**src/rtl/hazard_ctrl.sv**
```systemverilog
// Hazard and sequencing controller for the five-stage integer/FP core.
// Produces combinational stall, flush and forwarding controls. A small FSM
// holds the execute stage while a multi-cycle FP ALU op completes.
//
//   state | meaning
//   IDLE  | no multi-cycle FP op in progress (an arriving op stalls here)
//   BUSY  | FP op in execute, cnt = execute cycles already elapsed
module hazard_ctrl #(
    parameter int unsigned FP_LAT = 4
) (
    input  logic        clk,
    input  logic        reset,
    input  logic [4:0]  Rs1D,
    input  logic [4:0]  Rs2D,
    input  logic        FPRs1D,
    input  logic        FPRs2D,
    input  logic [4:0]  Rs1E,
    input  logic [4:0]  Rs2E,
    input  logic        FPRs1E,
    input  logic        FPRs2E,
    input  logic [4:0]  RdE,
    input  logic [4:0]  RdM,
    input  logic [4:0]  RdW,
    input  logic        FPDestE,
    input  logic        FPDestM,
    input  logic        FPDestW,
    input  logic        RegWriteM,
    input  logic        RegWriteW,
    input  logic [1:0]  ResultSrcE,
    input  logic        PCSrcE,
    input  logic        FPAluE,
    output logic        StallF,
    output logic        StallD,
    output logic        StallE,
    output logic        FlushD,
    output logic        FlushE,
    output logic        FlushM,
    output logic [1:0]  ForwardAE,
    output logic [1:0]  ForwardBE,
    output logic        FPBusy,
    output logic        FPDone,
    output logic [15:0] StallCount
);

    typedef enum logic {IDLE, BUSY} fp_state_t;

    // Final elapsed count of a multi-cycle op; single-cycle ops never enter BUSY.
    localparam logic [3:0] LAST_CNT = 4'(FP_LAT - 1);
    localparam bit         MULTI    = (FP_LAT > 1);

    fp_state_t  state;
    logic [3:0] cnt;
    logic       lw_stall;
    logic       fp_stall;
    logic       fp_done;

    // x0 is hard-wired zero and never a dependency; f0 is a real register.
    function automatic logic reg_match(input logic [4:0] rs, input logic fprs,
                                       input logic [4:0] rd, input logic fprd);
        return (rs == rd) && (fprs == fprd) && (fprd || (rd != 5'd0));
    endfunction

    // Memory-stage result is newer than writeback, so it takes priority.
    function automatic logic [1:0] fwd_sel(input logic [4:0] rs, input logic fprs);
        if (RegWriteM && reg_match(rs, fprs, RdM, FPDestM))
            return 2'b10;
        else if (RegWriteW && reg_match(rs, fprs, RdW, FPDestW))
            return 2'b01;
        else
            return 2'b00;
    endfunction

    // Hazard detection: load-use and FP sequencer stall/done decode.
    always_comb begin
        lw_stall = (ResultSrcE == 2'b01) &&
                   (reg_match(Rs1D, FPRs1D, RdE, FPDestE) ||
                    reg_match(Rs2D, FPRs2D, RdE, FPDestE));
        fp_stall = 1'b0;
        fp_done  = 1'b0;
        case (state)
            IDLE: begin
                if (FPAluE) begin
                    if (MULTI) fp_stall = 1'b1;
                    else       fp_done  = 1'b1;
                end
            end
            BUSY: begin
                if (cnt == LAST_CNT) fp_done  = 1'b1;
                else                 fp_stall = 1'b1;
            end
            default: begin
                fp_stall = 1'b0;
                fp_done  = 1'b0;
            end
        endcase
    end

    // Output decode; everything is forced quiet while reset is held.
    // fp_stall outranks any coincident load or branch, suppressing FlushE.
    always_comb begin
        StallF    = 1'b0;
        StallD    = 1'b0;
        StallE    = 1'b0;
        FlushD    = 1'b0;
        FlushE    = 1'b0;
        FlushM    = 1'b0;
        ForwardAE = 2'b00;
        ForwardBE = 2'b00;
        FPBusy    = 1'b0;
        FPDone    = 1'b0;
        if (!reset) begin
            StallF    = lw_stall | fp_stall;
            StallD    = lw_stall | fp_stall;
            StallE    = fp_stall;
            FlushM    = fp_stall;
            FlushD    = PCSrcE;
            FlushE    = (lw_stall | PCSrcE) & ~fp_stall;
            ForwardAE = fwd_sel(Rs1E, FPRs1E);
            ForwardBE = fwd_sel(Rs2E, FPRs2E);
            FPBusy    = (state == BUSY);
            FPDone    = fp_done;
        end
    end

    // FP sequencer: count execute cycles of a multi-cycle op, back to IDLE on the last.
    always_ff @(posedge clk or posedge reset) begin
        if (reset) begin
            state <= IDLE;
            cnt   <= 4'd0;
        end else begin
            case (state)
                IDLE: begin
                    if (FPAluE && MULTI) begin
                        state <= BUSY;
                        cnt   <= 4'd1;
                    end
                end
                BUSY: begin
                    if (cnt == LAST_CNT) begin
                        state <= IDLE;
                        cnt   <= 4'd0;
                    end else begin
                        cnt <= cnt + 4'd1;
                    end
                end
                default: begin
                    state <= IDLE;
                    cnt   <= 4'd0;
                end
            endcase
        end
    end

    // Saturating count of front-end stall cycles.
    always_ff @(posedge clk or posedge reset) begin
        if (reset)
            StallCount <= 16'd0;
        else if (StallF && (StallCount != 16'hFFFF))
            StallCount <= StallCount + 16'd1;
    end

endmodule

```
**config.mk**
```make
export PLATFORM = sky130hd
export DESIGN_NAME = hazard_ctrl
export DESIGN_NICKNAME = d
export VERILOG_FILES = /design/src/rtl/hazard_ctrl.sv
export SDC_FILE = /design/constraint.sdc
export NUM_CORES = 1
export LEC_CHECK = 0
export BUFFER_PORTS_ARGS = -buffer_cell sky130_fd_sc_hd__buf_2
export CORE_MARGIN = 1.5
export CORE_UTILIZATION = 44
export CTS_BUF_LIST = sky130_fd_sc_hd__clkbuf_4
export DETAILED_ROUTE_END_ITERATION = 6
export PLACE_DENSITY = 0.74
export SETUP_SLACK_MARGIN = 0.15
export SLEW_MARGIN = 20
export SYNTH_ARGS = -nofsm -noshare
export SYNTH_HDL_FRONTEND = slang
export SYNTH_SLANG_ARGS = --single-unit
```
**constraint.sdc**
```tcl
create_clock -name clk -period 4.3 [get_ports clk]
set_input_delay 1.075 -clock clk [delete_from_list [all_inputs] [get_ports clk]]
set_output_delay 1.075 -clock clk [all_outputs]
set_load 0.01 [all_outputs]
```
Word level (Yosys, flattened, before mapping)
Cells that the tools add are included.

Register bits: 21. Input port bits: 50. Output and inout bits: 28. Logic and storage cells: 71.

Add/subtract/negate cells: 2. Equal/unequal tests: 16. Multiplexer cells: 20. Bitwise operators: 5. Reduce and logical (&&, ||, !) cells: 25.

Operator list (number): 5-bit equality test (6); 1-bit logical AND (18); 16-bit by 1-bit adder with 16-bit output, second input constant (1); 16-bit inequality test, second input constant (1); 5-bit nonzero test (3); 1-bit 2-to-1 mux (11); 2-bit 2-to-1 mux (4); 4-bit 2-to-1 mux (2); 4-bit case mux with 2 select lines (1); 1-bit equality test (6); 4-bit by 1-bit adder with 4-bit output, second input constant (1); 4-bit by 2-bit equality test with 1-bit output, second input constant (1); 1-bit logical OR (4); 1-bit case mux with 2 select lines (2); 2-bit by 1-bit equality test with 1-bit output, second input constant (1); 2-bit inequality test, second input constant (1); 1-bit NOT (2); 1-bit bitwise OR (2); 1-bit bitwise AND (1).

Depth between registers and ports, before layout
Depth in word-level cells: 8. Mapped depth: 8. Mapped depth without buffers: 7.

Worst setup path before layout
OpenSTA, ideal clock, no wires.

Path type: input-to-output. Start: input RdE[2]. End: output StallF. Arrival time: 2.450 ns. Data required time: 3.225 ns. Setup slack: 0.775 ns. Stages on the path: 6. Buffers on the path: 1. Path through: or4_1 nor3_1 nor4b_2 a21oi_2 inv_1 buf_4.

Cells in the longest elaborated chain, start to end: 7. Elaborated cells between the ends (all ways): 12. Those cells by class: eq/ne (2); mux (1); bitwise (1); reduce/logical (8).

RTL lines: from (decl) (line 21) `input logic [4:0] RdE,`; 5-bit equality test / 5-bit nonzero test (equally long branches) (line 60) `return (rs == rd) && (fprs == fprd) && (fprd || (rd != 5'd0));`; 1-bit logical AND / 1-bit logical OR (equally long branches) (line 60); 1-bit logical AND (line 60); 1-bit logical OR (*) (line 76) `(reg_match(Rs1D, FPRs1D, RdE, FPDestE) ||`; 1-bit logical AND (*) (line 75) `lw_stall = (ResultSrcE == 2'b01) &&`; 1-bit bitwise OR (*); 1-bit 2-to-1 mux (*); to (decl) (line 32) `output logic StallF,`.

Mark *: on every way between the ends. The rest lies on a longest branch, timed or not.

Worst setup path in the final report
Start: input RdE[2]. End: output StallF.

Cells in the longest elaborated chain, start to end: 7. Elaborated cells between the ends (all ways): 12. Those cells by class: eq/ne (2); mux (1); bitwise (1); reduce/logical (8).

RTL lines: 5-bit equality test / 5-bit nonzero test (equally long branches) (line 60); 1-bit logical AND / 1-bit logical OR (equally long branches) (line 60); 1-bit logical AND (line 60); 1-bit logical OR (*) (line 76); 1-bit logical AND (*) (line 75); 1-bit bitwise OR (*) (line 112) `StallF = lw_stall | fp_stall;`; 1-bit 2-to-1 mux (*) (line 111) `if (!reset) begin`.

Marks and branches as above.

==> reports/summary.json <==
{
  "postSynthNetCount": 217,
  "totalWireLength_um": 3880,
  "viasPerCell": 5.24,
  "dieHeight_um": 62.9,
  "synth-edff-count": 0,
  "cell_type_with_the_highest_aggregate_area_in_the_netlist": "sky130_fd_sc_hd__dfrtp_1",
  "vias_in_the_first_global_route": 1477,
  "antenna_left": 0,
  "dr_total_vias": 1526,
  "layout.cells.most_common": "sky130_fd_sc_hd__buf_2",
  "drive_gt1_frac": 0.367,
  "route.detailed.drc": 0,
  "initial_core_util": 0.465,
  "pin_count_of_the_biggest_net_entering_global_routing": 14,
  "final_hold_viol_count": 0,
  "synth.top_cell.area_share": 0.333,
  "multi_input_comb_area_um2": 1010,
  "hold-worst-slack_ps": 508,
  "design.portCount": 78,
  "synth.ff_latch_count": 21,
  "global_route.overflow_total": 0,
  "grt.total_usage": 0.209,
  "cts_inserted_buffers": 3,
  "total_power_w": 0.000768,
  "cts.sinks": 21,
  "pre_antenna_drt_iters": 4,
  "vdd_ir_drop_max_v": 0.000223,
  "setup.worst_path.start_class": "input pin",
  "fillCellCount": 311,
  "critical_path.max_fanout": 10,
  "placed_cell_area_um2": 2010,
  "gr-usage-met3": 0.0450,
  "hp-class": "flop to flop",
  "dp_slack_ps": 708,
  "core_um2": 3390,
  "synthFlopType": "sky130_fd_sc_hd__dfrtp_1",
  "rows": 21,
  "seq_area_frac_synth": 0.333,
  "drtIter0Drc": 17,
  "end_kind": "output port",
  "timing.slew.headroom": 0.660,
  "ys.warnings.count": 0,
  "post-route-min-period_ps": 3580,
  "antenna-diode-count": 0,
  "finish.instance_area_um2": 2040,
  "detailedPlacementHpwl_um": 3180,
  "syn-mean-instance-area_um2": 9.56,
  "ys_top_cells_by_area": "sky130_fd_sc_hd__dfrtp_1 (33%), sky130_fd_sc_hd__xnor2_1 (17%), sky130_fd_sc_hd__xor2_1 (11%)",
  "area.growth.synth_to_final_pct": 29.5,
  "tritoncts_clock_tree": "built",
  "grt_setup_unrepaired": "false",
  "area.sequential_um2": 526,
  "p_leak_nw": 0.951,
  "clk_latency_ps": 300,
  "die_width_um": 62.9,
  "finalClockSkew_ps": 1.43,
  "cts-root-buf": "sky130_fd_sc_hd__clkbuf_4",
  "met1_usage": 0.279,
  "setup_violations": 0,
  "cap_viol_max_count": 0,
  "slew_violations": 0,
  "holdBufCountCts": 0,
  "clockBufferDepth": 2,
  "tightest_pin_transition_ps": 505,
  "post_drt_wl_per_cell_um": 13.3,
  "clock.fmax_mhz": 279,
  "grt_pass1_wl_um": 6710,
  "synth-async-reset-ratio": 1.00,
  "worst_setup_hold_path_clk_slew_ps": 110,
  "finalWorstSetupSlack_ps": 717,
  "htreeDepth": 1,
  "nNetsFinal": 298,
  "cp_data_required_time_ps": 3220,
  "timing.setup.critical_path_class": "input pin to output port",
  "grt_antenna_before_repair": 0,
  "fin_tns_setup_ps": 0,
  "cts-resized-gates": 0,
  "power-per-cell-area_nw_per_um2": 376,
  "syn_area_um2": 1580,
  "buffer_ports.inserted": 77,
  "globalRouteMet2Util": 0.343,
  "synthCells": 165,
  "gp_congestion": 0.879,
  "post_synth_num_cell_types": 40,
  "layout.cells.most_common_list": "sky130_fd_sc_hd__buf_2 (77), sky130_fd_sc_hd__xnor2_1 (31), sky130_fd_sc_hd__dfrtp_1 (21), sky130_fd_sc_hd__xor2_1 (20), sky130_fd_sc_hd__nand2_1 (11)",
  "run_status": "finished clean",
  "timing.critical_path.arrival_ps": 2510,
  "global_route.peak_usage_layer": "met2",
  "die_area_um2": 3950,
  "layout_worst_path_cycle_share": 0.833,
  "postCtsSetupBuffers": 0
}
==> synthesized netlist by cell type (3+ instances only) <==
| cell | instances |
|---|---|
| sky130_fd_sc_hd__and2_1 | 3 |
| sky130_fd_sc_hd__nor2b_1 | 3 |
| sky130_fd_sc_hd__xnor2_1 | 31 |
| sky130_fd_sc_hd__nand2_1 | 11 |
| sky130_fd_sc_hd__nor2_1 | 4 |
| sky130_fd_sc_hd__o21ai_0 | 4 |
| sky130_fd_sc_hd__dfrtp_1 | 21 |
| sky130_fd_sc_hd__nor3_1 | 6 |
| sky130_fd_sc_hd__nand4_1 | 10 |
| sky130_fd_sc_hd__or4_1 | 4 |
| sky130_fd_sc_hd__and3_1 | 3 |
| sky130_fd_sc_hd__xor2_1 | 20 |
| sky130_fd_sc_hd__nand3_1 | 6 |
| sky130_fd_sc_hd__nor4_1 | 7 |
==> registers in the layout (all words and copies together), names as in the netlist <==
name / count
state: 1
cnt: 4
StallCount: 16
==> critical path, stage by stage <==
cell and delay (ps):
sky130_fd_sc_hd__buf_2 120, sky130_fd_sc_hd__or4_1 530, sky130_fd_sc_hd__nor3_1 180, sky130_fd_sc_hd__nor4b_2 100, sky130_fd_sc_hd__a21oi_2 130, sky130_fd_sc_hd__buf_4 170, sky130_fd_sc_hd__inv_1 60, sky130_fd_sc_hd__buf_2 130
==> cells by family (layout without fill, tap and decap cells) <==
kind of cell	count (synthesis)	in the layout	share of synthesized area
adders and majority gates	2	2	0.0159
xor gates and xnor gates	51	51	0.283
and+or+nand+nor	66	66	0.252
DFF	21	21	0.333
muxes	1	1	0.00951
AOI/OAI and AO/OA	18	18	0.0825
buffers and inverters	6	86	0.0238
==> worst paths after layout <==
| path | slack (ps) | cells past startpoint | start | endpoint |
|---|---|---|---|---|
| min in group asynchronous | 780 | 2 | reset | StallCount[12]$_DFFE_PP0P_ |
| worst min register to register | 510 | 1 | StallCount[15]$_DFFE_PP0P_ | StallCount[15]$_DFFE_PP0P_ |
| worst max-delay path | 720 | 8 | RdE[2] | StallF |
| max in group asynchronous | 3020 | 3 | reset | StallCount[2]$_DFFE_PP0P_ |
| worst max register to register | 2010 | 7 | cnt[0]$_DFFE_PP0P_ | StallCount[1]$_DFFE_PP0P_ |
| worst min-delay path | 510 | 1 | StallCount[15]$_DFFE_PP0P_ | StallCount[15]$_DFFE_PP0P_ |
==> power breakdown <==
part	switching (W)	internal [W]	leakage (nW)	total, W
clock network	0.0000588	0.0000425	0.0184	0.000101
logic	0.000169	0.000170	0.666	0.000340
registers	0.0000739	0.000253	0.267	0.000327
==> metal layers <==
| metal | routed length, um | up-vias |
|---|---|---|
| li1 | - | 760 |
| met1 | 1730 | 715 |
| met2 | 1890 | 43 |
| met3 | 188 | 8 |
| met4 | 67 | 0 |
| met5 | 0 | - |
==> final cells by class <==
type,instances,area share
multi-input combinational,138,0.497
inverter,2,0.00367
clock buffer,4,0.0147
timing repair buffer,80,0.200
sequential,21,0.257
tap,46,0.0282
==> stage by stage <==
stage	instances	utilization
3_3_place_gp	287	0.594
2_1_floorplan	165	-
3_5_place_dp	287	0.594
5_1_grt	291	0.603
4_1_cts	291	0.603
6_report	291	0.603
Note: power is estimated with default switching activity, not from simulation.
